## config.mk

```make
export PLATFORM = sky130hd
export DESIGN_NAME = sdram_arbiter
export DESIGN_NICKNAME = d
export VERILOG_FILES = /design/src/rtl/sdram_arbiter.sv
export SDC_FILE = /design/constraint.sdc
export NUM_CORES = 1
export LEC_CHECK = 0
export BUFFER_PORTS_ARGS = -buffer_cell sky130_fd_sc_hd__buf_2
export CAP_MARGIN = 30
export CELL_PAD_IN_SITES_DETAIL_PLACEMENT = 1
export CELL_PAD_IN_SITES_GLOBAL_PLACEMENT = 1
export CORE_UTILIZATION = 29
export DETAILED_ROUTE_END_ITERATION = 16
export PLACE_DENSITY = 0.91
export SLEW_MARGIN = 20
export SYNTH_ARGS = -nofsm -noshare
export SYNTH_HDL_FRONTEND = slang
export SYNTH_SLANG_ARGS = --single-unit
```

## constraint.sdc

```tcl
create_clock -name clk -period 4.8 [get_ports clk]
set_clock_uncertainty 0.2 [all_clocks]
set_input_delay 1.2 -clock clk [delete_from_list [all_inputs] [get_ports clk]]
set_output_delay 1.2 -clock clk [all_outputs]
set_load 0.1 [all_outputs]
```

## src/rtl/sdram_arbiter.sv

```systemverilog
// sdram_arbiter: round-robin sharing of the SDRAM core command port with completion routing and watchdog
module sdram_arbiter #(
  parameter int N_PORTS    = 4,
  parameter int DATA_WIDTH = 16,
  parameter int ADDR_WIDTH = 25,
  parameter int WORD_LEN   = DATA_WIDTH / 8,
  parameter int TIMEOUT    = 255
) (
  input  logic                             clk,
  input  logic                             rst,
  input  logic [N_PORTS-1:0]               port_rd,
  input  logic [N_PORTS*WORD_LEN-1:0]      port_wr,
  input  logic [N_PORTS*ADDR_WIDTH-1:0]    port_addr,
  input  logic [N_PORTS*DATA_WIDTH-1:0]    port_write_data,
  output logic [N_PORTS-1:0]               port_rvalid,
  output logic [N_PORTS-1:0]               port_wvalid,
  output logic [N_PORTS-1:0]               port_error,
  output logic [DATA_WIDTH-1:0]            port_read_data,
  output logic [$clog2(N_PORTS)-1:0]       grant,
  output logic                             mem_rd,
  output logic [WORD_LEN-1:0]              mem_wr,
  output logic [ADDR_WIDTH-1:0]            mem_addr,
  output logic [DATA_WIDTH-1:0]            mem_write_data,
  input  logic                             mem_rdy,
  input  logic                             mem_rvalid,
  input  logic                             mem_wvalid,
  input  logic                             mem_error,
  input  logic [DATA_WIDTH-1:0]            mem_read_data
);
  localparam int GW = $clog2(N_PORTS);
  localparam logic [1:0] IDLE  = 2'd0;
  localparam logic [1:0] ISSUE = 2'd1;
  localparam logic [1:0] WAIT  = 2'd2;
  logic [1:0] state;
  logic [GW-1:0] ptr, next_idx, nxt_ptr;
  logic [GW:0] cand;
  logic found;
  logic [15:0] wdog;
  logic [N_PORTS-1:0] req, sel;
  logic g_rd, g_req, in_wait, done, tmo;
  logic [WORD_LEN-1:0] g_wr;
  // a port requests when it reads or has any write strobe set
  always_comb begin
    req = '0;
    for (int i = 0; i < N_PORTS; i++) req[i] = port_rd[i] | (|port_wr[i*WORD_LEN +: WORD_LEN]);
  end
  // first requesting port at or after ptr, wrapping; descending loop so the nearest one wins
  always_comb begin
    found = 1'b0;
    next_idx = ptr;
    cand = '0;
    for (int k = N_PORTS - 1; k >= 0; k--) begin
      cand = {1'b0, ptr} + (GW+1)'(k);
      if (cand >= (GW+1)'(N_PORTS)) cand = cand - (GW+1)'(N_PORTS);
      if (req[cand[GW-1:0]]) begin
        found = 1'b1;
        next_idx = cand[GW-1:0];
      end
    end
  end
  assign g_rd    = port_rd[grant];
  assign g_req   = req[grant];
  assign g_wr    = port_wr[grant*WORD_LEN +: WORD_LEN];
  assign sel     = N_PORTS'(1) << grant;
  assign nxt_ptr = (grant == GW'(N_PORTS - 1)) ? '0 : grant + 1'b1;
  assign in_wait = state == WAIT;
  assign done    = in_wait & (mem_rvalid | mem_wvalid | mem_error);
  assign tmo     = in_wait & ~done & (wdog == 16'(TIMEOUT));
  // command mux from the granted port; reads take precedence over writes
  always_comb begin
    mem_rd         = (state == ISSUE) & g_rd;
    mem_wr         = (state == ISSUE && !g_rd) ? g_wr : '0;
    mem_addr       = (state != IDLE) ? port_addr[grant*ADDR_WIDTH +: ADDR_WIDTH] : '0;
    mem_write_data = (state != IDLE) ? port_write_data[grant*DATA_WIDTH +: DATA_WIDTH] : '0;
    port_rvalid    = (in_wait && mem_rvalid) ? sel : '0;
    port_wvalid    = (in_wait && mem_wvalid) ? sel : '0;
    port_error     = ((in_wait && mem_error) || tmo) ? sel : '0;
    port_read_data = (in_wait && mem_rvalid) ? mem_read_data : '0;
  end
  // arbitration FSM, rotating pointer and saturating watchdog
  always_ff @(posedge clk) begin
    if (rst) begin
      state <= IDLE;
      ptr   <= '0;
      grant <= '0;
      wdog  <= '0;
    end else if (state == IDLE) begin
      if (found) begin
        grant <= next_idx;
        state <= ISSUE;
      end
    end else if (state == ISSUE) begin
      if (g_req && mem_rdy) begin
        state <= WAIT;
        wdog  <= 16'd1;
      end else if (!g_req) state <= IDLE;
    end else if (state == WAIT) begin
      if (done || tmo) begin
        state <= IDLE;
        ptr   <= nxt_ptr;
        wdog  <= '0;
      end else if (wdog != 16'hFFFF) wdog <= wdog + 16'd1;
    end else state <= IDLE;
  end
endmodule
```

==> results by group <==
STA
  • WHS: 0.319 ns
  • Final count of negative-setup-slack endpoints: 0
  • Tmin final: slightly below 4 ns
  • Max Transition Viols Final: 0
  • Slew margin rel.: 43.8%
  • RSZ-0062 raised after global routing: false
  • Hold Fails Final Rpt: 0
  • Setup_tns: 0 ns
  • Fin crit share: between 80% and 90%
  • Slew @ Worst Pin: 0.843 ns
  • Fmax: 252 MHz

Power and ir drop
  • Sw Ratio: 66.9%
  • Pwr/cell area: 366 nW/µm²
  • Seq pwr share: 12.0%
  • Int Power: ~0.00057 W
  • Pleak: 2.27 nW
  • Peak supply drop: about 0.2 mV
  • Clock power frac: 7.3%
  • P_sw: 0.00115 W
  • Combinational share of power: 80.7%

Floorplan
  • Io pins: 272
  • Die footprint: 11200 µm²
  • Starting density of the core: 30.0%
  • Die Wd: 106 µm
  • CORE AREA: 10400 µm²
  • Chip height: 106 µm
  • Cell Rows: 37

Job
  • Max-cap violations: 0

Yosys
  • Count leader, synth: nor2b_1
  • Top cell type's share of synthesized area: 31.8%
  • Post-synthesis cell count: 316
  • Dominant cells by area after synthesis: mux4_2 32%, dfxtp_1 14%, nor2b_1 10%
  • Commonest cells post-synth: 52 x nor2b_1, 44 x mux4_2, 33 x and3_1, 22 x dfxtp_1, 12 x clkbuf_1
  • Library cells used by synthesis: 56
  • Dominant synthesized flop cell: dfxtp_1
  • Ys Warns: 0
  • Post-Syn Area: 3120 µm²
  • Sequential-to-total area share from yosys stat: 14.1%
  • Largest area contributor in the netlist: mux4_2
  • Ys async rst share: 0%
  • FF+latch count, synth: 22
  • Number of flops mapped to enable cells by yosys: 0
  • Syn Area/Cell: 9.86 µm²
  • Post-synth net total: roughly 520

Route
  • Routed Wire Length: roughly 15 mm
  • Post-route DRC violation count: 0
  • Drt pass-1 iters: 4
  • Iter 0 DRT Violations: roughly 180
  • Drt wl/cell: 20.9 µm
  • Vias per inst: 5.43
  • Vias: 3873
  • Post-route ant nets: 0

Global route
  • First-pass GRT wire length: between 20 and 25 mm
  • Total track usage: 25.3%
  • Largest net degree at the start of global routing: between 50 and 60
  • Vias in the first global route: 4035
  • Antenna violations before repair: 7
  • Grt ovf: 0

Clock tree
  • Hold_buf cts: 0
  • Num CTS Buffers: 3
  • TritonCTS clock tree: yes
  • CTS sink count: 22
  • Latest clock arrival within the worst-skew pair: 0.27 ns
  • Clock Path Buffers: 2
  • PostCTS Resize Cnt: 0
  • H-Tree Level Count: 1
  • Clock root cell: clkbuf_8
  • # Post-CTS Setup Buffers: 0
  • Clock-pin slew on the worst setup and hold paths: approximately 0.090 ns

Final layout
  • Share of cells above drive strength 1: about two thirds
  • Fin nets: 776
  • Post-layout util: 45.5%
  • Fillers: roughly 1.3k
  • Final Cell Area: 4720 µm²
  • Synthesis-to-layout area growth: 51.5%

Worst setup path
  • Reg2Reg Depth: 7
  • Crit-path max FO: 5
  • CP Capture Type: output pin
  • CP Data Arrival Time: 2.57 ns
  • Worst r2r src: state[0]$_SDFFE_PP0P_
  • CP bufs+invs: 1
  • Critical path data required time: 3.40 ns
  • Critical path class: flop to output pin
  • R2R Setup Slk: 1.76 ns
  • Reg2reg end: wdog[8]$_SDFFE_PP0P_
  • Slowest-stage cell, CP: or4_4
  • Worst setup startpoint: wdog[10]$_SDFFE_PP0P_
  • Worst Setup Start Kind: flop
  • Slowest stage delay, CP: 0.56 ns
  • Family with the most delay on the worst path: simple AND/OR/NAND/NOR gates
  • Critical-path cell list: or4_4 -> nor4_4 -> a31oi_1 -> nor2_1 -> and2_1 -> buf_2

Hold path
  • Hold Crit Start: state[1]$_SDFFE_PP0P_
  • WHS Path Cells: 2
  • Hold Crit Class: flop to flop
  • Hold Path End: state[1]$_SDFFE_PP0P_

Placed design
  • Placed Area: between 4000 and 5000 µm²
  • Routability cong.: around 1.0
  • DP Wirelength: 12.5 mm
  • # port buffers: 271

Run status
  • Status: finished, final reports clean
[worst max-delay path by stage]
stage / cells after the start / to
final: 6 / port_error[3]
after global routing: 6 / port_error[0]
after CTS: 6 / port_error[3]
after detailed placement: 5 / mem_wr[0]
after global placement: 5 / mem_wr[0]
after floorplan: 4 / mem_wr[0]
[worst min-delay path, cell delays in order (launching register included)]
cell and delay [ns]:
dfxtp_1 0.34, nand2_1 0.08, a221oi_2 0.06
[cells in the final DEF (no fill, tap or decap), drive strengths merged, types with 3 or more instances in the layout]
cell,count
buf,276
nor2b,52
mux4,44
and3,33
dfxtp,22
nor2,10
nand2,10
o32ai,10
a22o,10
inv,9
diode,8
and2,8
ha,8
nor3,7
nand2b,6
o21ai,5
mux2i,4
a21oi,4
o32a,4
clkbuf,4
nand4,3
or3,3
a31oi,3
nor4,3
[sequential cells by signal, summed over array words and instances (netlist names)]
| register | count |
|---|---|
| grant | 2 |
| ptr | 2 |
| state | 2 |
| wdog | 16 |
[cells by family after synthesis]
logic type	share of synthesized area, %
fa+ha+maj	3.21
mux	33.5
flops	14.1
simple gates	28.8
compound gates	15.3
buf+inv	5.14
[metal layers]
metal / track usage [%] / vias up / wire length, µm
li1: - / 1764 / -
met1: 26.9 / 1937 / 5330
met2: 48.4 / 140 / 8150
met3: 4.51 / 32 / 862
met4: 10.4 / 0 / 531
met5: 0 / - / 0
[power by group through the flow]
stage	Combinational [W]	Sequential (W)	Clock, W
2_1_floorplan	0.00112	0.000210	0
3_3_place_gp	0.00134	0.000223	0
3_5_place_dp	0.00138	0.000225	0
4_1_cts	0.00138	0.000220	0.000127
5_1_grt	0.00145	0.000210	0.000135
6_report	0.00139	0.000208	0.000126
[metrics by stage]
stage	std cells	total power, W	setup slack [ns]
finish	713	0.00173	0.831
CTS	704	0.00173	0.834
global placement	700	0.00157	0.884
detailed placement	700	0.00160	0.843
floorplan	316	0.00133	0.00108
global route	712	0.00179	0.689
[area by class of cell]
| type | instances | area, µm² | area share, % |
|---|---|---|---|
| clock buffers | 4 | 45.0 | 0.954 |
| well taps | 136 | 170 | 3.60 |
| diodes | 8 | 20.0 | 0.424 |
| multi-input cells | 258 | 2590 | 54.9 |
| repair buffers | 276 | 1410 | 29.9 |
| inverters | 9 | 33.8 | 0.716 |
| flip-flops and latches | 22 | 445 | 9.44 |
Power figures use the tool's default switching activity.
